`src/rtl/npu_pkg.sv`:
```
// rtl/npu_pkg.sv - shared state encoding and output-mux select codes for the NPU sequencer
package npu_pkg;

    typedef enum logic [2:0] {
        S_IDLE    = 3'd0,
        S_LOAD    = 3'd1,
        S_COMPUTE = 3'd2,
        S_RELU    = 3'd3,
        S_CAPTURE = 3'd4,
        S_WRITE   = 3'd5,
        S_SHIFT   = 3'd6,
        S_FINISH  = 3'd7
    } state_e;

    localparam logic [2:0] SEL_FIFO = 3'b000;
    localparam logic [2:0] SEL_PISO = 3'b001;

endpackage

```
`src/rtl/npu_byte_serializer.sv`:
```
// rtl/npu_byte_serializer.sv - lane snapshot and byte mux, lane 0 first, MSB byte first per lane
module npu_byte_serializer #(
    parameter int N_LANES = 2,
    parameter int ACC_W   = 16,
    parameter int BYTE_W  = 8
) (
    input  logic                       clk,
    input  logic                       rst_n,
    input  logic [N_LANES*ACC_W-1:0]   din,
    input  logic                       load,
    input  logic                       advance,
    output logic                       last,
    output logic [BYTE_W-1:0]          dout
);

    localparam int NB   = N_LANES * ACC_W / BYTE_W;
    localparam int BPL  = ACC_W / BYTE_W;
    localparam int BI_W = (NB > 1) ? $clog2(NB) : 1;

    logic [N_LANES*ACC_W-1:0] snap_q;
    logic [BI_W-1:0]          bi_q;
    logic [BYTE_W-1:0]        ordered [NB];

    // Byte b lives in lane b/BPL; within a lane the first byte sent is the top one.
    for (genvar b = 0; b < NB; b++) begin : g_order
        assign ordered[b] = snap_q[(b / BPL) * ACC_W + ACC_W - ((b % BPL) + 1) * BYTE_W +: BYTE_W];
    end

    assign dout = ordered[bi_q];
    assign last = (bi_q == BI_W'(NB - 1));

    always_ff @(posedge clk or negedge rst_n) begin
        if (!rst_n) begin
            snap_q <= '0;
            bi_q   <= '0;
        end else if (load) begin
            snap_q <= din;
            bi_q   <= '0;
        end else if (advance) begin
            bi_q <= bi_q + BI_W'(1);
        end
    end

endmodule

```
`src/rtl/npu_seq_ctrl.sv`:
```
// rtl/npu_seq_ctrl.sv - NPU job sequencer: load, N-cycle MAC, ReLU, byte serialisation, PISO strobe
module npu_seq_ctrl
    import npu_pkg::*;
#(
    parameter int N_LANES = 2,
    parameter int ACC_W   = 16,
    parameter int BYTE_W  = 8,
    parameter int CNT_W   = 8
) (
    input  logic                     CLKEXT,
    input  logic                     RST_GLO,
    input  logic                     START,
    input  logic                     ABORT,
    input  logic [CNT_W-1:0]         CFG_MAC_CYCLES,
    input  logic                     CFG_BYPASS_RELU,
    input  logic [N_LANES*ACC_W-1:0] LANE_RES,
    input  logic                     FIFO_FULL,
    output logic                     EN_BUF_IN,
    output logic                     EN_MAC,
    output logic                     RST_MAC,
    output logic                     EN_RELU,
    output logic                     BYPASS_RELU,
    output logic                     FIFO_WR_EN,
    output logic [BYTE_W-1:0]        FIFO_DIN,
    output logic                     EN_PISO_OUT,
    output logic                     SHIFT_OUT,
    output logic [2:0]               SEL_OUT,
    output logic                     BUSY,
    output logic                     DONE,
    output logic                     ERR_ABORT
);

    state_e           state_q;
    logic [CNT_W-1:0] cnt_q;
    logic [CNT_W-1:0] m_q;
    logic             byp_q;
    logic             err_q;
    logic             start_s0_q, start_q1_q, start_q2_q;
    logic             start_pls;
    logic             abort_hit;
    logic             wr_en;
    logic             ser_last;
    logic [BYTE_W-1:0] ser_dout;

    // s0 is the synchroniser stage; the edge is taken between q1 and q2.
    assign start_pls = start_q1_q & ~start_q2_q;
    assign abort_hit = ABORT && (state_q != S_IDLE) && (state_q != S_FINISH);
    assign wr_en     = (state_q == S_WRITE) && !FIFO_FULL;

    npu_byte_serializer #(
        .N_LANES (N_LANES),
        .ACC_W   (ACC_W),
        .BYTE_W  (BYTE_W)
    ) u_ser (
        .clk     (CLKEXT),
        .rst_n   (RST_GLO),
        .din     (LANE_RES),
        .load    (state_q == S_CAPTURE),
        .advance (wr_en),
        .last    (ser_last),
        .dout    (ser_dout)
    );

    always_ff @(posedge CLKEXT or negedge RST_GLO) begin
        if (!RST_GLO) begin
            state_q    <= S_IDLE;
            cnt_q      <= '0;
            m_q        <= '0;
            byp_q      <= 1'b0;
            err_q      <= 1'b0;
            start_s0_q <= 1'b0;
            start_q1_q <= 1'b0;
            start_q2_q <= 1'b0;
        end else begin
            start_s0_q <= START;
            start_q1_q <= start_s0_q;
            start_q2_q <= start_q1_q;
            err_q      <= 1'b0;
            if (abort_hit) begin
                state_q <= S_IDLE;
                err_q   <= 1'b1;
            end else begin
                case (state_q)
                    S_IDLE:    if (start_pls) state_q <= S_LOAD;
                    S_LOAD: begin
                        m_q     <= (CFG_MAC_CYCLES == '0) ? CNT_W'(1) : CFG_MAC_CYCLES;
                        byp_q   <= CFG_BYPASS_RELU;
                        cnt_q   <= '0;
                        state_q <= S_COMPUTE;
                    end
                    S_COMPUTE: begin
                        if (cnt_q == m_q - CNT_W'(1)) state_q <= S_RELU;
                        else                          cnt_q   <= cnt_q + CNT_W'(1);
                    end
                    S_RELU:    state_q <= S_CAPTURE;
                    S_CAPTURE: state_q <= S_WRITE;
                    S_WRITE:   if (wr_en && ser_last) state_q <= S_SHIFT;
                    S_SHIFT:   state_q <= S_FINISH;
                    S_FINISH:  state_q <= S_IDLE;
                    default:   state_q <= S_IDLE;
                endcase
            end
        end
    end

    always_comb begin
        EN_BUF_IN   = 1'b0;
        EN_MAC      = 1'b0;
        RST_MAC     = 1'b0;
        EN_RELU     = 1'b0;
        BYPASS_RELU = 1'b0;
        FIFO_WR_EN  = 1'b0;
        FIFO_DIN    = '0;
        EN_PISO_OUT = 1'b0;
        SHIFT_OUT   = 1'b0;
        SEL_OUT     = SEL_FIFO;
        BUSY        = 1'b1;
        DONE        = 1'b0;
        ERR_ABORT   = err_q;
        case (state_q)
            S_IDLE: begin
                RST_MAC = 1'b1;
                BUSY    = 1'b0;
            end
            // The bypass bit is not latched until LOAD ends, so LOAD shows the live input.
            S_LOAD: begin
                EN_BUF_IN   = 1'b1;
                RST_MAC     = 1'b1;
                BYPASS_RELU = CFG_BYPASS_RELU;
            end
            S_COMPUTE: begin
                EN_MAC      = 1'b1;
                BYPASS_RELU = byp_q;
            end
            S_RELU: begin
                EN_RELU     = 1'b1;
                BYPASS_RELU = byp_q;
            end
            S_CAPTURE: BYPASS_RELU = byp_q;
            S_WRITE: begin
                BYPASS_RELU = byp_q;
                FIFO_WR_EN  = wr_en;
                FIFO_DIN    = ser_dout;
            end
            S_SHIFT: begin
                BYPASS_RELU = byp_q;
                EN_PISO_OUT = 1'b1;
                SHIFT_OUT   = 1'b1;
                SEL_OUT     = SEL_PISO;
            end
            S_FINISH: begin
                BYPASS_RELU = byp_q;
                RST_MAC     = 1'b1;
                DONE        = 1'b1;
            end
            default: begin
                RST_MAC = 1'b1;
                BUSY    = 1'b0;
            end
        endcase
    end

endmodule
```
`config.mk`:
```
export PLATFORM = sky130hd
export DESIGN_NAME = npu_seq_ctrl
export DESIGN_NICKNAME = d
export VERILOG_FILES = /design/src/rtl/npu_pkg.sv /design/src/rtl/npu_byte_serializer.sv /design/src/rtl/npu_seq_ctrl.sv
export SDC_FILE = /design/constraint.sdc
export NUM_CORES = 1
export LEC_CHECK = 0
export ABC_AREA = 1
export CORE_MARGIN = 3
export CORE_UTILIZATION = 39
export CTS_CLUSTER_SIZE = 16
export DETAILED_ROUTE_END_ITERATION = 8
export DONT_BUFFER_PORTS = 1
export PLACE_DENSITY = 0.65
export SLEW_MARGIN = 0
export SYNTH_ARGS = -nofsm -noshare
export SYNTH_HDL_FRONTEND = slang
export SYNTH_SLANG_ARGS = --single-unit
```
`constraint.sdc`:
```
create_clock -name CLKEXT -period 3.82 [get_ports CLKEXT]
set_input_delay 0.573 -clock CLKEXT [delete_from_list [all_inputs] [get_ports CLKEXT]]
set_output_delay 0.573 -clock CLKEXT [all_outputs]
set_load 0.05 [all_outputs]
```
==> results of run 1 <==
==> synth_stat cells <==
master,count,area (µm²)
nand2_1,170,638.1
dfrtp_1,58,1451
nor2_1,54,202.7
inv_1,35,131.4
o21ai_0,26,130.1
nand3_1,11,55.05
nand4_1,11,68.82
a21oi_1,10,50.05
clkbuf_1,8,30.03
nor2_2,5,31.28
xor2_1,5,43.79
buf_2,4,20.02
buf_4,4,30.03
inv_2,4,15.01
ha_1,3,37.54
nor3_1,3,15.01
nand2_2,2,12.51
nor4_1,2,12.51
xnor2_1,2,17.52
a22o_1,1,8.760
buf_6,1,11.26
clkinv_1,1,3.750
conb_1,1,3.750
nand2_4,1,11.26
nand3_2,1,10.01
nand3b_1,1,7.510
nor2_4,1,11.26
nor4_4,1,21.27
o211ai_2,1,12.51
o21ai_4,1,16.27
==> per-layer routing <==
metal	vias to the layer above	part of all wire (%)	track usage [%]
met5	-	0.18	0
met4	2	1.1	4.087
met3	10	6.9	6.472
met2	63	47	27.06
met1	1236	45	22.92
li1	1337	-	-
==> final timing paths <==
check	from	end	slack, ns	cells past startpoint
setup / recovery	u_ser.bi_q[0]$_DFFE_PN0P_	FIFO_DIN[1]	1.10	4
hold / removal	RST_GLO	m_q[7]$_DFFE_PN0P_	0.1	1
setup reg to reg	state_q[0]$_DFFE_PN0P_	u_ser.bi_q[1]$_DFFE_PN0P_	1.55	6
hold reg to reg	start_s0_q$_DFF_PN0_	start_q1_q$_DFF_PN0_	0.36	0
max in group asynchronous	RST_GLO	m_q[1]$_DFFE_PN0P_	3.45	1
min in group CLKEXT	START	start_s0_q$_DFF_PN0_	0.26	0
==> power groups by stage <==
stage	registers, W	clock network (W)	logic [W]
6_report	0.00107	0.000498	0.00117
5_1_grt	0.00111	0.000548	0.00135
4_1_cts	0.00107	0.000512	0.00118
3_5_place_dp	0.00108	0	0.00116
3_3_place_gp	0.00107	0	0.00113
2_1_floorplan	0.00100	0	0.000986
==> metrics by stage <==
| step | hold slack (ns) | instance area, µm² | std cells |
|---|---|---|---|
| 2_1_floorplan | 0.2774 | 3114 | 429 |
| 4_1_cts | 0.1049 | 3446 | 540 |
| 3_5_place_dp | 0.2793 | 3247 | 523 |
| 5_1_grt | 0.1037 | 3446 | 540 |
| 6_report | 0.09689 | 3446 | 540 |
| 3_3_place_gp | 0.2791 | 3247 | 523 |
==> kinds of logic after synthesis <==
family	Yosys count	synth area share (%)
simple gates	263	35.28
flops	58	46.66
buf+inv	57	7.763
compound gates	39	6.999
xor+xnor	7	1.971
fa+ha+maj	3	1.207
other cells	1	0.1206
==> sequential cells by signal, indices dropped and copies added, names as in the netlist <==
register      flops
u_ser.snap_q     32
cnt_q             8
m_q               8
state_q           3
u_ser.bi_q        2
ERR_ABORT         1
byp_q             1
start_q1_q        1
start_q2_q        1
start_s0_q        1
==> cell type report <==
type | instances | area (µm²)
timing repair buffer | 13 | 117.6
clock buffer | 11 | 141.4
fill | 767 | 4040
clock inverter | 5 | 30.03
multi-input combinational | 314 | 1431
tap | 99 | 123.9
inverter | 40 | 150.1
sequential | 58 | 1451
==> metrics.txt, run 1 <==
worst-margin pin slew=between 1 and 1.5 ns; Worst EP required=about 3.3 ns; Final Skew=roughly 0.0087 ns; Cell Chain, Critical Path=inv_1 -> o21ai_0 -> a21oi_1 -> buf_4; Final WS setup=1.102 ns; CTS tree=yes; Distinct cells, synth=30; Slew HR=between 30% and 40%; worst skew pair latency=roughly 0.33 ns; synth warn=0; Syn Std Cell Area=just over 3000 µm²; clk slew on worst S/H paths=0.07 ns; worst stage delay on the critical path=0.75 ns; most common cell after layout, fill and taps aside=nand2_1; Comb pwr share=between 40% and 50%; antenna-violating nets left=0; Synth Area per Inst=7.267 µm²; sequential share of the synthesized area=between 40% and 50%; Core Rows=31; Flop pwr share=between 30% and 40%; P per Cell Area=794.4 nW/µm²; largest net degree at the start of global routing=a little under 60; Hold Fails Final Rpt=0; core area=7486 µm²; vias in the first global route=about 2.6k; first-pass GRT wire length=roughly 12 mm; Worst path slowest cell=dfrtp_1; Sink Count=58; Gates resized, CTS repair=0; # setup viols final=0; starting density of the core=~42%; status=finished clean; Nets=between 400 and 500; ant diodes=0; Worst EP arrival=between 2 and 2.5 ns; max-cap check violation count=0; share of post-route cells with drive strength above 1=10.66%; port buffer count=0; # DRC=0; Setup CP Type=register to output pin; routed vias/inst=between 4 and 5; Clock Tree Root=clkbuf_8; H-tree depth=3; CP bufs+invs=2; Synth Register Bits=just under 60; internal power=around 0.0015 W; top-level port count=68; kind of end point of the critical path=output pin; gpl congestion=approximately 0.85; drt first pass iters=5; Final Max Slew Viols=0; Routed WL=7.248 mm; Cells after Synth=between 400 and 500; dpl ws=approximately 1.4 ns; post-layout util=a little under half; deepest clock path buffer count=2; antenna violations before repair=1; Area Growth Syn to Fin=10.78%; Die H=between 90 and 100 µm; CTS Hold Buffers Added=1; GR Overflow Total=0; VDD IR max=346.4 µV; Tcrit/Tclk final=between 70% and 80%; switch share=between 40% and 50%; setup_tns=0 ns; post-DR wirelength/cell=13.42 µm; most frequent cells in the layout=nand2_1 (170), dfrtp_1 (58), nor2_1 (52), inv_1 (35), o21ai_0 (25); CP max FO=19; Crit path max-delay family=flip-flops; Final Total Pwr=0.002737 W; RSZ-0062 raised after global routing=false; worst hold path type=input pin to async pin; die width=95.31 µm; Final Critical Period=2.718 ns; Die Area=just over 9000 µm²; vias=~2.6k; gr usage total=between 15 and 20%; Leakage=roughly 1.8 nW; Critical Path Start Type=register; share of total power in the clock network=18.2%; max frequency=368.0 MHz; dpl hpwl=roughly 5.2 mm; # Post-CTS Setup Buffers=0; DR iter-0 viols=between 80 and 90; CTS buffer count=9; switching power total=about 0.0013 W
Note: power is estimated with default switching activity, not from simulation.
==> run 2: changes to the inputs <==
--- a/config.mk
+++ b/config.mk
@@ -11,7 +11,7 @@
 export CTS_CLUSTER_SIZE = 16
 export DETAILED_ROUTE_END_ITERATION = 8
 export DONT_BUFFER_PORTS = 1
-export PLACE_DENSITY = 0.65
+export PLACE_DENSITY = 0.67
 export SLEW_MARGIN = 0
 export SYNTH_ARGS = -nofsm -noshare
 export SYNTH_HDL_FRONTEND = slang
==> constraint.sdc (replaced) <==
create_clock -name CLKEXT -period 2.3 [get_ports CLKEXT]
set_input_delay 0.345 -clock CLKEXT [delete_from_list [all_inputs] [get_ports CLKEXT]]
set_output_delay 0.345 -clock CLKEXT [all_outputs]
set_load 0.05 [all_outputs]
==> run 2 against run 1 <==
Compared with the run above:
- clock power up 120%
- non-clock buffer count up 10
- sequential power up 61%
- critical path depth up 1
- combinational power up 82%
- power up 81%
- sequential share of layout area down 2.0 points
- design area up 5.1%
- cell count up 2.0%
- critical endpoint is now FIFO_DIN[0]
==> metrics.txt, run 2 (synthesis gave the netlist of run 1 again) <==
worst-margin pin slew=0.6077 ns; largest net degree at the start of global routing=a little under 60; P per Cell Area=around 1400 nW/µm²; CTS buffer count=9; Placed Instances=~530; Final Critical Period=2.099 ns; die width=roughly 95 µm; CP max FO=10; vias in the first global route=between 2k and 3k; worst stage delay on the critical path=around 0.44 ns; Worst EP arrival=~1.8 ns; clk slew on worst S/H paths=0.06 ns; max-cap check violation count=0; Finished Layout Cells=between 500 and 600; Flop pwr share=34.6%; Slew HR=around 59%; highest metal used=met4; Comb pwr share=between 40 and 50%; Top cell by count, worst path=inv_2; dpl hpwl=about 5.1 mm; drt first pass iters=4; Hold Fails Final Rpt=0; deepest clock path buffer count=2; post-layout util=between 40% and 50%; Die H=95.31 µm; DR iter-0 viols=107; Area Growth Syn to Fin=16.45%; Crit Reg-Reg Startpoint=m_q[0]$_DFFE_PN0P_; core area=7486 µm²; Final Skew=~0.0076 ns; Routed WL=approximately 7.1 mm; H-tree depth=3; max frequency=between 400 and 500 MHz; kind of end point of the critical path=output pin; M1 wire length=about 3.3 mm; Worst path slowest cell=dfrtp_2; switch share=between 40% and 50%; worst skew pair latency=between 0.3 and 0.4 ns; setup_tns=0 ns; Setup CP Type=register to output pin; top-level port count=68; reg-to-reg slack, setup=0.29 ns; VDD IR max=~550 µV; switching power total=~0.0021 W; first-pass GRT wire length=~12 mm; hold_sp=START; status=finished clean; share of total power in the clock network=between 20% and 30%; routed vias/inst=between 4 and 5; vias=~2.7k; Final Max Slew Viols=0; gr usage total=17.23%; antenna violations before repair=1; most common cell after layout, fill and taps aside=nand2_1; antenna-violating nets left=0; Leakage=between 1.5 and 2 nW; Cell Chain, Critical Path=inv_2 -> nor3_1 -> inv_2 -> a21oi_1 -> buf_4; share of post-route cells with drive strength above 1=13.08%; Core Rows=31; gpl congestion=a little over 0.9; WL met2=between 3 and 4 mm; # setup viols final=0; RSZ-0062 raised after global routing=false; max FFs per register=32; biggest regs=u_ser.snap_q x32, cnt_q x8, m_q x8; # Post-CTS Setup Buffers=0; R2R cell count=12; reg2reg end=cnt_q[3]$_DFFE_PN0P_; Worst EP required=around 2.0 ns; post-DR wirelength/cell=12.87 µm; CTS tree=yes; internal power=roughly 0.0028 W; metal3 WL=440 µm; Critical Path Start Type=register; Clock Tree Root=clkbuf_8; GR Overflow Total=0; most frequent cells in the layout=nand2_1 (170), dfrtp_1 (57), nor2_1 (52), inv_1 (35), o21ai_0 (25); hold path endpoint=start_s0_q$_DFF_PN0_; starting density of the core=between 40% and 50%; Sink Count=slightly below 60; Die Area=just over 9000 µm²; worst hold path type=input pin to register; hold path cells=0; Nets=between 400 and 500; # DRC=0; port buffer count=0; # fillers=roughly 760; Tcrit/Tclk final=between 90 and 100%; largest reg by FF count=u_ser.snap_q
-- run 2: cell types whose count changed in the layout (fill, tap and decap cells not counted), sizes merged --
cell and change:
clkinvlp -1, diode +1, dlygate4sd3 +1, bufinv +2, buf +9, clkbuf +1, clkinv -2
-- run 2: area by class of cell --
class                   count  area (µm²)  share of cell area, %
repair buffers             23       220.2                  6.079
clock inverters             4       72.57                  2.003
flip-flops and latches     58        1453                  40.10
clock buffers              12       165.2                  4.560
well taps                  99       123.9                  3.420
inverters                  40       150.1                  4.145
multi-input cells         314        1435                  39.62
diodes                      1       2.502                0.06908
-- run 2: how the worst max path moves through the flow --
stage                     slack [ns]  cells past startpoint              endpoint              startpoint
after global routing           0.002                     12  cnt_q[1]$_DFFE_PN0P_      m_q[0]$_DFFE_PN0P_
after CTS                       0.07                      5           FIFO_DIN[0]  state_q[2]$_DFFE_PN0P_
final                           0.20                      5           FIFO_DIN[0]  state_q[2]$_DFFE_PN0P_
after floorplan                 0.03                      5           BYPASS_RELU  state_q[2]$_DFFE_PN0P_
after global placement          0.43                     14  cnt_q[7]$_DFFE_PN0P_      m_q[0]$_DFFE_PN0P_
after detailed placement        0.35                     12  cnt_q[7]$_DFFE_PN0P_      m_q[0]$_DFFE_PN0P_
-- run 2: repair_timing --
action / 4_1_cts / 5_1_grt
hold buffers: 2 / 0
endpoints found under the hold margin: 58 / 0
gates resized for setup: 0 / 1
endpoints found under the setup margin: 0 / 5
-- run 2: worst max-delay path: cells and delay by family (launching register included) --
| kind | cells | cell delay [ns] |
|---|---|---|
| AO/OA/AOI/OAI | 1 | 0.19 |
| buffers and inverters | 3 | 0.49 |
| flip-flops | 1 | 0.44 |
| AND/OR/NAND/NOR | 1 | 0.29 |
-- run 2: metrics by stage --
| step | cell area [µm²] | power (W) | worst slack [ns] | hold slack (ns) |
|---|---|---|---|---|
| final | 3622 | 0.004958 | 0.2011 | 0.03253 |
| after global routing | 3622 | 0.005401 | 0.001972 | 0.005542 |
| after CTS | 3618 | 0.005006 | 0.06788 | 0.01763 |
| after detailed placement | 3343 | 0.003851 | 0.3467 | 0.05167 |
| after global placement | 3343 | 0.003799 | 0.4261 | 0.05151 |
| after floorplan | 3118 | 0.003307 | 0.02524 | 0.04941 |
-- run 2: power groups by stage --
stage | clock network [W] | logic, W | registers, W
after floorplan | 0 | 0.00164 | 0.00166
after global placement | 0 | 0.00208 | 0.00172
after detailed placement | 0 | 0.00212 | 0.00173
after CTS | 0.00113 | 0.00216 | 0.00172
after global routing | 0.00119 | 0.00244 | 0.00177
final | 0.00111 | 0.00213 | 0.00172
-- run 2: per-layer routing --
layer | vias up | track usage, %
li1 | 1362 | -
met1 | 1233 | 23.07
met2 | 63 | 26.82
met3 | 8 | 5.841
met4 | 0 | 4.327
met5 | - | 0
==> run 3: changes to the inputs <==
--- a/config.mk
+++ b/config.mk
@@ -6,6 +6,7 @@
 export NUM_CORES = 1
 export LEC_CHECK = 0
 export ABC_AREA = 1
+export CAP_MARGIN = 20
 export CORE_MARGIN = 3
 export CORE_UTILIZATION = 39
 export CTS_CLUSTER_SIZE = 16
==> results of run 3 <==
Same layout as run 2: the final DEF is identical, and so are final timing and power.
==> variant 1 (flow settings as in run 2) <==
Put a register stage on the output `ERR_ABORT`, with the module's reset. The value now appears one clock later. The other outputs are not delayed to match.
--- a/src/rtl/npu_seq_ctrl.sv
+++ b/src/rtl/npu_seq_ctrl.sv
@@ -30,4 +30,6 @@
     output logic                     ERR_ABORT
 );
+
+    logic ERR_ABORT_d;
 
     state_e           state_q;
@@ -117,5 +119,5 @@
         BUSY        = 1'b1;
         DONE        = 1'b0;
-        ERR_ABORT   = err_q;
+        ERR_ABORT_d = err_q;
         case (state_q)
             S_IDLE: begin
@@ -161,3 +163,11 @@
     end
 
+    always_ff @(posedge CLKEXT or negedge RST_GLO) begin
+        if (!RST_GLO) begin
+            ERR_ABORT <= '0;
+        end else begin
+            ERR_ABORT <= ERR_ABORT_d;
+        end
+    end
+
 endmodule
Check against the original RTL: not equivalent (Yosys sat finds a counterexample within 10 cycles, from zero or initial values and one cycle with RST_GLO low).
==> variant 1 against run 2 <==
Count of clock-buffer cells in the layout decreased by 2; area after synthesis increased by 0.80%; combinational power decreased by 2%; power decreased by 5.8%; worst setup slack got worse by 0.057 ns; wire length increased by 0.24%; final area decreased by 1.6%; sequential cell count increased by 1; sequential share of layout area increased by 1.4 points; clock power decreased by 28%; die area increased by 0.76%.
==> variant 1: results (changes against run 2) <==
metric,value,unit,change
status,"complete, no violations",,unchanged
grt_pass1_wl,12000,um,was 12100 um
grt_max_degree,60,,was 59
ys.flop_type,dfrtp_1,,unchanged
slowest_delay,0.49,ns,was 0.44 ns
synth_xor_area_share,1.96,%,was 1.97%
p_per_area,1310,mW/mm^2,was 1370 mW/mm^2
routedLengthMet1,3230,um,was 3270 um
synth.yosys.seq_area_share,47.1,%,was 46.7%
place_congestion,0.866,,was 0.935
cts.path.max_buffers,2,,unchanged
clkTransAtPathRegs,0.07,ns,
areaGrowthSynthToFinish,13.6,%,was 16.5%
dr.max_layer_used,met4,,unchanged
synth-compound-area-share,6.94,%,was 7.00%
drtIter0Drc,111,,was 107
drt_wl_total,7110,um,was 7090 um
use_met3,5.13,%,was 5.84%
num-fill-cells,808,,was 756
slew_headroom,59.2,%,about the same
clkbuf_count,10,,was 12
synthTopCellsByCount,"170 x nand2_1, 59 x dfrtp_1, 54 x nor2_1, 35 x inv_1, 26 x o21ai_0",,"was 170 x nand2_1, 58 x dfrtp_1, 54 x nor2_1, 35 x inv_1, 26 x o21ai_0"
dp_hpwl,5050,um,was 5100 um
switchingPower,2.13,mW,was 2.11 mW
synth_cells,429,,was 428
grt_use_met2,26.9,%,was 26.8%
slowest_stage,dfrtp_1,,was dfrtp_2
seq_area,0.00148,mm^2,was 0.00145 mm^2
grt_use_met1,22.1,%,was 23.1%
vias_per_cell,4.78,,was 4.84
dp_slack,0.463,ns,was 0.347 ns
nNonClkBuffers,22,,was 23
cts-root-buf,clkbuf_8,,unchanged
irDropWorstVdd,0.524,mV,was 0.554 mV
antenna_found_initial,0,,was 1
final-clk-cell-share,4.49,%,was 6.56%
routed-wl-met3,341,um,was 440 um
synthAdderAreaFrac,1.20,%,was 1.21%
n_antenna_cell,0,,was 1
rows,32,,was 31
grt_pass1_vias,2554,,was 2614
drive_gt1_share,12.6,%,was 13.1%
track_usage,17.1,%,was 17.2%
wire_per_inst,12.9,um,about the same
placed_cells,535,,was 532
wl_met2,3420,um,was 3300 um
p_leak,1.88,nW,was 1.91 nW
clock_skew,0.00744,ns,was 0.00763 ns
htree_levels,3,,unchanged
first_pass_iters,5,,was 4
worstPathArrival,1.81,ns,was 1.75 ns
synth_top_cells_by_area,"dfrtp_1 47%, nand2_1 20%, nor2_1 6.5%",,"was dfrtp_1 47%, nand2_1 21%, nor2_1 6.5%"
multi_input_area,0.00144,mm^2,unchanged
p_seq_share,38.1,%,was 34.6%
cts_tree,yes,,unchanged
design.seq.count,59,,was 58
placed_cell_area,0.00336,mm^2,was 0.00334 mm^2
path_max_fanout,17,,was 10
buf_share,5.97,%,was 6.08%
==> variant 1: cell types whose count changed in the layout (fill, tap and decap cells not counted), sizes merged <==
cell    before  now
clkbuf      12   10
buf         22   21
clkinv       2    6
diode        1    0
dfrtp       58   59
bufinv       2    0
==> variant 1: final timing paths <==
check / depth (start not counted) / start / to / slack (ns)
max: 4 / u_ser.bi_q[0]$_DFFE_PN0P_ / FIFO_DIN[1] / 0.14
min: 0 / START / start_s0_q$_DFF_PN0_ / 0.03
max reg2reg: 12 / m_q[0]$_DFFE_PN0P_ / cnt_q[7]$_DFFE_PN0P_ / 0.45
min reg2reg: 0 / start_s0_q$_DFF_PN0_ / start_q1_q$_DFF_PN0_ / 0.35
max in group asynchronous: 2 / RST_GLO / u_ser.bi_q[1]$_DFFE_PN0P_ / 1.46
min in group asynchronous: 2 / RST_GLO / cnt_q[2]$_DFFE_PN0P_ / 0.54
==> variant 2 (config.mk and constraints of run 2) <==
Made on the original files. `N_LANES` is set to 2 in 2 places; all go to 1.
--- a/src/rtl/npu_byte_serializer.sv
+++ b/src/rtl/npu_byte_serializer.sv
@@ -1,5 +1,5 @@
 // rtl/npu_byte_serializer.sv - lane snapshot and byte mux, lane 0 first, MSB byte first per lane
 module npu_byte_serializer #(
-    parameter int N_LANES = 2,
+    parameter int N_LANES = 1,
     parameter int ACC_W   = 16,
     parameter int BYTE_W  = 8
--- a/src/rtl/npu_seq_ctrl.sv
+++ b/src/rtl/npu_seq_ctrl.sv
@@ -3,5 +3,5 @@
     import npu_pkg::*;
 #(
-    parameter int N_LANES = 2,
+    parameter int N_LANES = 1,
     parameter int ACC_W   = 16,
     parameter int BYTE_W  = 8,
Ports: changed (resized LANE_RES); port bits go from 68 to 52. No check against the original RTL was run, so the function may have changed too.
==> variant 2 against run 2 <==
Sequential cell count shrank 17; fmax is essentially flat; final area shrank 29%; power shrank 41%; wire length shrank 29%; area after synthesis shrank 24%; sequential power shrank 29%; highest routed layer unchanged; worst setup slack gained 0.0019 ns.
==> variant 2: results (changes against run 2) <==
metric,value,unit,change
status,"complete, no violations",,unchanged
largest_reg_flops,16,,was 32
placed_cell_area,0.00247,mm^2,was 0.00334 mm^2
grt_use_met1,19.2,%,was 23.1%
p_leak,1.36,nW,was 1.91 nW
dp_hpwl,3810,um,was 5100 um
slowest_delay,0.82,ns,was 0.44 ns
grt_pass1_wl,8730,um,was 12100 um
synthAdderAreaFrac,1.05,%,was 1.21%
synth_top_cells_by_area,"dfrtp_1 43%, nand2_1 22%, inv_1 7.0%",,"was dfrtp_1 47%, nand2_1 21%, nor2_1 6.5%"
p_seq_share,41.4,%,was 34.6%
synth.yosys.seq_area_share,43.2,%,was 46.7%
track_usage,15.3,%,was 17.2%
routedLengthMet1,2360,um,was 3270 um
place_congestion,0.848,,was 0.935
slowest_stage,nor2_1,,was dfrtp_2
synthMuxAreaShare,0.474,%,was 0%
grt_max_degree,42,,was 59
cp_top_family,simple AND/OR/NAND/NOR gates,,was buffers and inverters
antenna_found_initial,0,,was 1
placed_cells,408,,was 532
routed-wl-met3,250,um,was 440 um
use_met3,4.64,%,was 5.84%
synth_cell_type_count,31,,was 30
synthTopCellsByCount,"138 x nand2_1, 44 x inv_1, 41 x dfrtp_1, 21 x nand3_1, 17 x nor2_1",,"was 170 x nand2_1, 58 x dfrtp_1, 54 x nor2_1, 35 x inv_1, 26 x o21ai_0"
dp_slack,0.374,ns,was 0.347 ns
clock_latency,0.30,ns,was 0.34 ns
synth_cells,337,,was 428
slew_headroom,32.1,%,was 59.2%
vias_per_cell,4.76,,was 4.84
p_total,2.95,mW,was 4.96 mW
irDropWorstVdd,0.585,mV,was 0.554 mV
grt_use_met2,25.2,%,was 26.8%
synth_top_area_share,43.2,%,was 46.7%
clock_skew,0.00635,ns,was 0.00763 ns
dr_total_vias,1988,,was 2666
final_nets,377,,was 495
p_sw_share,45.7,%,was 42.6%
-- variant 2: path summary, 6_finish.rpt --
check / end / slack [ns] / depth (start not counted) / start
worst max-delay path: DONE / 0.20 / 2 / state_q[2]$_DFFE_PN0P_
worst min-delay path: start_s0_q$_DFF_PN0_ / 0.07 / 0 / START
worst max register to register: state_q[0]$_DFFE_PN0P_ / 0.36 / 6 / state_q[2]$_DFFE_PN0P_
worst min register to register: start_q1_q$_DFF_PN0_ / 0.35 / 0 / start_s0_q$_DFF_PN0_
max in group asynchronous: cnt_q[0]$_DFFE_PN0P_ / 1.58 / 2 / RST_GLO
min in group asynchronous: u_ser.ordered[4]$_DFFE_PN0P_ / 0.52 / 2 / RST_GLO
-- variant 2: area by class of cell --
cell class | count | area [um^2]
Tap cell | 72 | 90.1
Clock buffer | 6 | 72.6
Clock inverter | 2 | 15.0
Sequential cell | 41 | 1030
Fill cell | 603 | 3120
Timing Repair Buffer | 12 | 105
Multi-Input combinational cell | 237 | 1100
Inverter | 48 | 180
